===== src/rtl/ins_fetch.sv =====
// Instruction fetch: reads 1-2 ROM words at pc, decodes, issues one work strobe.
// Latency from ready edge E: work after E+ROM_LAT+2 (one word) / E+2*ROM_LAT+4 (two words); no reissue until ready drops.
module ins_fetch #(
  parameter int ADDR_W  = 15,
  parameter int ROM_LAT = 1
) (
  input  logic              clk,
  input  logic              rst,
  input  logic [ADDR_W-1:0] pc,
  input  logic              ready,
  input  logic              flush,
  output logic [ADDR_W-1:0] rom_addr,
  output logic              rom_rd,
  input  logic [15:0]       rom_data,
  output logic [4:0]        exe,
  output logic [1:0]        ereg1,
  output logic [1:0]        ereg2,
  output logic [15:0]       edata,
  output logic              work,
  output logic              busy
);

  localparam logic [2:0] S_IDLE  = 3'd0;
  localparam logic [2:0] S_RD0   = 3'd1;
  localparam logic [2:0] S_WT0   = 3'd2;
  localparam logic [2:0] S_RD1   = 3'd3;
  localparam logic [2:0] S_WT1   = 3'd4;
  localparam logic [2:0] S_ISSUE = 3'd5;
  localparam logic [2:0] S_HOLD  = 3'd6;

  localparam logic [2:0] LAT_W0 = 3'(ROM_LAT);
  // Word 1 strobes from RD1 rather than WT0, so its wait runs one cycle longer.
  localparam logic [2:0] LAT_W1 = 3'(ROM_LAT + 1);

  logic [2:0]        state;
  logic [2:0]        cnt;
  logic [ADDR_W-1:0] base;
  logic [15:0]       word0;
  logic [15:0]       word1;

  assign busy = (state != S_IDLE);

  always_ff @(posedge clk or negedge rst) begin
    if (!rst) begin
      state    <= S_IDLE;
      cnt      <= '0;
      base     <= '0;
      word0    <= '0;
      word1    <= '0;
      rom_addr <= '0;
      rom_rd   <= 1'b0;
      exe      <= '0;
      ereg1    <= '0;
      ereg2    <= '0;
      edata    <= '0;
      work     <= 1'b0;
    end else begin
      rom_rd <= 1'b0;
      work   <= 1'b0;
      if (flush) begin
        state <= S_IDLE;
      end else begin
        case (state)
          S_IDLE: begin
            if (ready) begin
              base     <= pc;
              rom_addr <= pc;
              rom_rd   <= 1'b1;
              state    <= S_RD0;
            end
          end
          S_RD0: begin
            cnt   <= LAT_W0;
            state <= S_WT0;
          end
          S_WT0: begin
            cnt <= cnt - 3'd1;
            if (cnt == 3'd1) begin
              word0 <= rom_data;
              if (rom_data[6]) begin
                rom_addr <= base + 1'b1;
                state    <= S_RD1;
              end else begin
                state <= S_ISSUE;
              end
            end
          end
          S_RD1: begin
            rom_rd <= 1'b1;
            cnt    <= LAT_W1;
            state  <= S_WT1;
          end
          S_WT1: begin
            cnt <= cnt - 3'd1;
            if (cnt == 3'd1) begin
              word1 <= rom_data;
              state <= S_ISSUE;
            end
          end
          S_ISSUE: begin
            exe   <= word0[15:11];
            ereg1 <= word0[10:9];
            ereg2 <= word0[8:7];
            edata <= word0[6] ? word1 : {10'd0, word0[5:0]};
            work  <= 1'b1;
            state <= S_HOLD;
          end
          S_HOLD: begin
            // Core still reports idle right after issue; wait for it to drop.
            if (!ready) state <= S_IDLE;
          end
          default: state <= S_IDLE;
        endcase
      end
    end
  end

endmodule


===== config.mk =====
export PLATFORM = sky130hd
export DESIGN_NAME = ins_fetch
export DESIGN_NICKNAME = d
export VERILOG_FILES = /design/src/rtl/ins_fetch.sv
export SDC_FILE = /design/constraint.sdc
export NUM_CORES = 1
export LEC_CHECK = 0
export CELL_PAD_IN_SITES_DETAIL_PLACEMENT = 1
export CELL_PAD_IN_SITES_GLOBAL_PLACEMENT = 1
export CORE_MARGIN = 2
export CORE_UTILIZATION = 41
export CTS_CLUSTER_SIZE = 28
export DETAILED_ROUTE_END_ITERATION = 12
export GPL_ROUTABILITY_DRIVEN = 0
export PLACE_DENSITY = 0.92
export SLEW_MARGIN = 40
export SYNTH_ARGS = -nofsm -noshare
export SYNTH_HDL_FRONTEND = slang
export SYNTH_SLANG_ARGS = --single-unit

===== constraint.sdc =====
create_clock -name clk -period 2.5 [get_ports clk]
set_input_delay 0.5 -clock clk [delete_from_list [all_inputs] [get_ports clk]]
set_output_delay 0.5 -clock clk [all_outputs]
set_load 0.005 [all_outputs]

### Word-level counts from Yosys, hierarchy flattened

Cells that the tools add are included.

| storage, ports and cells | value |
|---|---|
| flip-flop bits (word level) | 95 |
| bits of input ports | 35 |
| output and inout bits | 43 |
| word-level logic and storage cells | 59 |

| operators by class | value |
|---|---|
| $add $sub $neg | 2 |
| equal/unequal tests | 14 |
| mux-type cells | 18 |
| bitwise operators | 1 |
| reduce and logical (&&, ||, !) cells | 12 |

Operators with widths:

| operator | number |
|---|---|
| $mux 15 | 3 |
| $pmux 15 s2 | 1 |
| $pmux 3 s7 | 1 |
| $mux 3 | 6 |
| $mux 16 | 1 |
| $add 15x1->15 const B | 1 |
| $ne 3x3->1 const B | 4 |
| $eq 3x3->1 const B | 3 |
| $pmux 3 s3 | 1 |
| $reduce_and 3->1 | 3 |
| $eq 3x1->1 const B | 2 |
| $eq 3x2->1 const B | 2 |
| $ne 2x2->1 const B | 3 |
| $reduce_bool 3->1 | 2 |
| $reduce_and 5->1 | 1 |
| $mux 1 | 4 |
| $reduce_and 2->1 | 2 |
| $reduce_and 4->1 | 1 |
| $logic_not 3->1 | 1 |
| $sub 3x1->3 const B | 1 |
| $pmux 1 s2 | 1 |
| $reduce_bool 2->1 | 1 |
| $reduce_or 2->1 | 1 |
| $not 1->1 | 1 |

### Depth between registers and ports, before layout

| logic depth | value |
|---|---|
| word-level depth | 4 |
| mapped depth | 8 |
| gate-level depth less buffers | 6 |

### Worst setup path before layout

OpenSTA, ideal clock, no wires.

| path | value |
|---|---|
| path kind | reg-to-reg |
| start point | reg state[2] |
| end point | reg word0[10] |
| library setup time | 0.125 ns |
| arrival time | 1.912 ns |
| slack | 0.463 ns |
| stages on the path, launching flop included | 8 |
| path buffers | 4 |
| clock period less this slack | 2.037 ns |
| cells stage by stage | dfrtp_1 -> buf_6 -> or3b_1 -> buf_6 -> or3_1 -> buf_6 -> buf_12 -> mux2_4 |

| between the ends | value |
|---|---|
| longest elaborated chain between the ends | 2 |

Ends and longest elaborated chain:

| element | line | source |
|---|---|---|
| start, declared | 35 | `logic [2:0] state;` |
| start signal, assigned | 45 | `state <= S_IDLE;` |
| start signal, assigned | 61 | `state <= S_IDLE;` |
| start signal, assigned | 69 | `state <= S_RD0;` |
| $eq 3x2->1 | 63 | `case (state)` |
| $reduce_and 3->1 (no line) | - |  |
| end signal, assigned | 79 | `word0 <= rom_data;` |
| end, declared | 38 | `logic [15:0] word0;` |

No other way between the ends.
A chain may end at the register's enable or synchronous reset.

### Worst setup path in the final report

| path | value |
|---|---|
| start point | reg state[2] |
| end point | out busy |

| between the ends | value |
|---|---|
| longest elaborated chain between the ends | 1 |

Ends and longest elaborated chain:

| element | line | source |
|---|---|---|
| $reduce_bool 3->1 | 41 | `assign busy = (state != S_IDLE);` |
| end, declared | 20 | `output logic busy` |

No other way between the ends.

==> parameters.txt <==
Parameter                              Value

GRT
  First-pass GRT wire length    roughly 18 mm
  Total congestion overflow after global routing    0
  Vias in the first global route    between 3000 and 4000
  Number of antenna violations at the first check in global routing    0
  Pin count of the biggest net entering global routing    43
  Global router's overall resource usage    a little over a fifth

CTS
  Clock transition at the registers of the reported paths    around 100 ps
  Number of buffers inserted to repair setup after CTS    0
  Post-cts resize count    0
  CTS sink cnt    95
  Insertion delay to the later sink of the worst-skew pair    between 300 and 400 ps
  Number of H-tree branching levels    3
  Number of buffers created by CTS    9
  Root cell of the clock tree    clkbuf_8
  Hold buffer count at cts    0
  Buffer depth of the longest clock path    2
  CTS tree    built

Route
  DRC violations left    0
  Detail-routed net length per standard cell    around 18 µm
  Post-route antenna net violation count    0
  Via-per-instance ratio    5.35
  Sum of routed wire length over all layers    11.1 mm
  Pre-Repair DR Iteration Count    4
  First-iteration detailed-routing DRC count    between 100 and 150
  Routed via count    ~3300

STA
  Summed negative setup slack over all endpoints    0 ps
  Final Hold Fails    0
  Worst Skew    approximately 19 ps
  Final critical path time including I/O delays and setup    around 2200 ps
  Share of the clock period used by the worst path after layout    about nine tenths
  Total count of max-transition violations in the final report    0
  Unrepaired setup endpoints after global routing    false
  Setup violations, final    0
  Max-slew headroom    around 46%
  Actual slew at the worst max-slew pin    approximately 800 ps
  Highest clock rate    ~450 MHz

Final layout
  Area growth syn-to-layout    27.4%
  Filler instances    roughly 1100
  Final core occ    53.3%
  Proportion of layout cells with a drive suffix above 1    between 10% and 20%
  Final instance area    about 5400 µm²
  Area of all sequential standard cells    approximately 2400 µm²
  Area used by multi-input combinational logic    1720 µm²
  Layout net count    510
  N_diodes    0

Setup path
  Category of the worst setup path launch point    flop
  Cell-by-cell listing of the critical path    or3_1, clkdlybuf4s50_1
  Endpoint of the lowest-slack register-to-register path    word0[5]$_DFFE_PN0P_
  Arrival time at the worst endpoint    around 1700 ps
  Endpoint kind of the worst setup timing path    output pin
  Setup CP Type    flop to output pin
  Worst stage delay on the critical path    approximately 510 ps
  Register-to-register setup slack    around 460 ps
  Req. time, crit path    roughly 2000 ps
  Source of the worst register-to-register timing path    state[2]$_DFFE_PN0P_
  Slowest stage cell, crit path    dfrtp_1
  Critical Path Fanout Max    9
  Reg2reg path depth    4

Power and ir drop
  Final total power    approximately 3800 µW
  Static Leak    approximately 0.0025 µW
  Power density relative to cell area    703 nW/µm²
  Worst supply voltage drop on vdd    ~0.25 mV

Die
  Area of the core region    roughly 10000 µm²
  Count of pins on the block boundary    between 70 and 80
  Die Y-Extent    approximately 110 µm
  Row cnt    37
  Area enclosed by the die boundary    approximately 11000 µm²
  Width of the chip    roughly 110 µm
  Initial Utilization    between 40% and 50%

Logic synthesis
  Average size of a mapped cell    10.9 µm²
  Total nets after synthesis    between 400 and 500
  Cell types with the largest area share after synthesis    dfrtp_1 (56%), mux2_2 (8.7%), nand2_1 (7.5%), o21ai_0 (3.5%), mux2_4 (3.2%)
  Sequential cell area fraction in the yosys report    between 50% and 60%
  Distinct cells, synth    between 40 and 50
  Cell type contributing the most total cell area after synthesis    dfrtp_1
  Portion of synthesized cell area occupied by the leading cell type    a little under three fifths
  Commonest register cell after synthesis    dfrtp_1
  Synthesized cell area    4260 µm²
  Yosys synthesis warning count    0
  Cells after Synth    390
  EDFF count, synth    0
  Synthesis-stage register bit count    95
  Proportion of register bits with asynchronous set or reset after synthesis    between 90% and 100%

Place
  Number of input and output port buffers inserted    slightly below 80
  Post-detailed-placement half-perimeter wirelength    roughly 8.2 mm
  Area of placed instances    ~5200 µm²

Worst hold path
  Path type of the worst min-delay path    input pin to asynchronous set/reset pin

Run
  Number of max-cap violations    0

Run status
  Status    complete, no violations
==> cells in the mapped netlist (4+ instances only) <==
| library cell | number |
|---|---|
| a21oi_1 | 6 |
| a311oi_1 | 4 |
| clkbuf_1 | 18 |
| dfrtp_1 | 95 |
| inv_1 | 8 |
| mux2_2 | 33 |
| mux2_4 | 9 |
| mux2i_1 | 9 |
| nand2_1 | 85 |
| nand2b_1 | 4 |
| nand3_1 | 6 |
| nor2_1 | 12 |
| nor2b_1 | 6 |
| nor3_1 | 6 |
| nor4_1 | 5 |
| o211ai_1 | 5 |
| o21ai_0 | 30 |
| or3_1 | 5 |
| xnor2_1 | 8 |
==> registers in the layout, indices dropped and copies added, names as in the netlist <==
signal and cells:
ereg1 2, word1 16, exe 5, base 15, work 1, edata 16
state 3, ereg2 2, rom_rd 1, word0 16, cnt 3, rom_addr 15
==> worst max-delay path by stage <==
| stage | startpoint | end | slack, ps |
|---|---|---|---|
| finish | state[2]$_DFFE_PN0P_ | busy | 270 |
| global route | state[2]$_DFFE_PN0P_ | busy | 170 |
| CTS | state[2]$_DFFE_PN0P_ | busy | 260 |
| detailed placement | flush | rom_addr[13]$_DFFE_PN0P_ | 290 |
| global placement | flush | word1[11]$_DFFE_PN0P_ | 400 |
| floorplan | state[2]$_DFFE_PN0P_ | word0[10]$_DFFE_PN0P_ | 460 |
==> where the power goes <==
group	internal, µW	total (µW)	switching, µW
logic	451	800	348
registers	1740	1970	226
clock network	497	1050	551
==> layout make-up <==
type	count	share of cell area (%)
multi-input combinational	264	31.8
inverter	8	0.554
timing repair buffer	94	17.0
clock buffer	10	2.54
sequential	95	43.8
clock inverter	5	1.18
tap	136	3.14
==> metrics by stage <==
step | std cells | hold slack, ps | worst slack [ps]
floorplan | 390 | 204 | 463
global placement | 597 | 467 | 404
detailed placement | 597 | 479 | 286
CTS | 612 | 92.6 | 262
global route | 612 | 102 | 174
finish | 612 | 95.1 | 275
==> worst max-delay path, delay by kind of cell (launching register included) <==
family / cells / cell delay (ps)
flops: 1 / 510
simple gates: 1 / 410
buf+inv: 1 / 450
==> layout by cell type, fill, tap and decap left out, drive strengths merged, types with 6 or more instances in the layout <==
master / n
dfrtp: 95
nand2: 85
clkdlybuf4s50: 76
mux2: 42
o21ai: 31
buf: 18
nor2: 12
inv: 11
clkbuf: 10
mux2i: 9
xnor2: 8
nand3: 6
nor2b: 6
nor3: 6
a21oi: 6
==> metal layers <==
layer  vias to the layer above  global-route usage, %  part of all wire [%]
met2                        58                   37.2                    52
li1                       1513                      -                     -
met5                         -                      0                     0
met3                        10                   3.62                   2.7
met1                      1692                   26.2                    44
met4                         0                   6.67                   1.3
==> cells by family (layout without fill, tap and decap cells) <==
| kind of cell | count (synthesis) | after routing | synth area share [%] |
|---|---|---|---|
| buffers and inverters | 31 | 117 | 3.67 |
| adder cells (fa/ha/maj) | 3 | 3 | 0.882 |
| XOR/XNOR | 8 | 8 | 1.65 |
| multiplexers | 51 | 51 | 14.0 |
| AND/OR/NAND/NOR | 138 | 138 | 14.5 |
| AO/OA/AOI/OAI | 64 | 64 | 9.40 |
| flip-flops | 95 | 95 | 55.8 |
No activity file was read; power rests on OpenSTA's default activity.
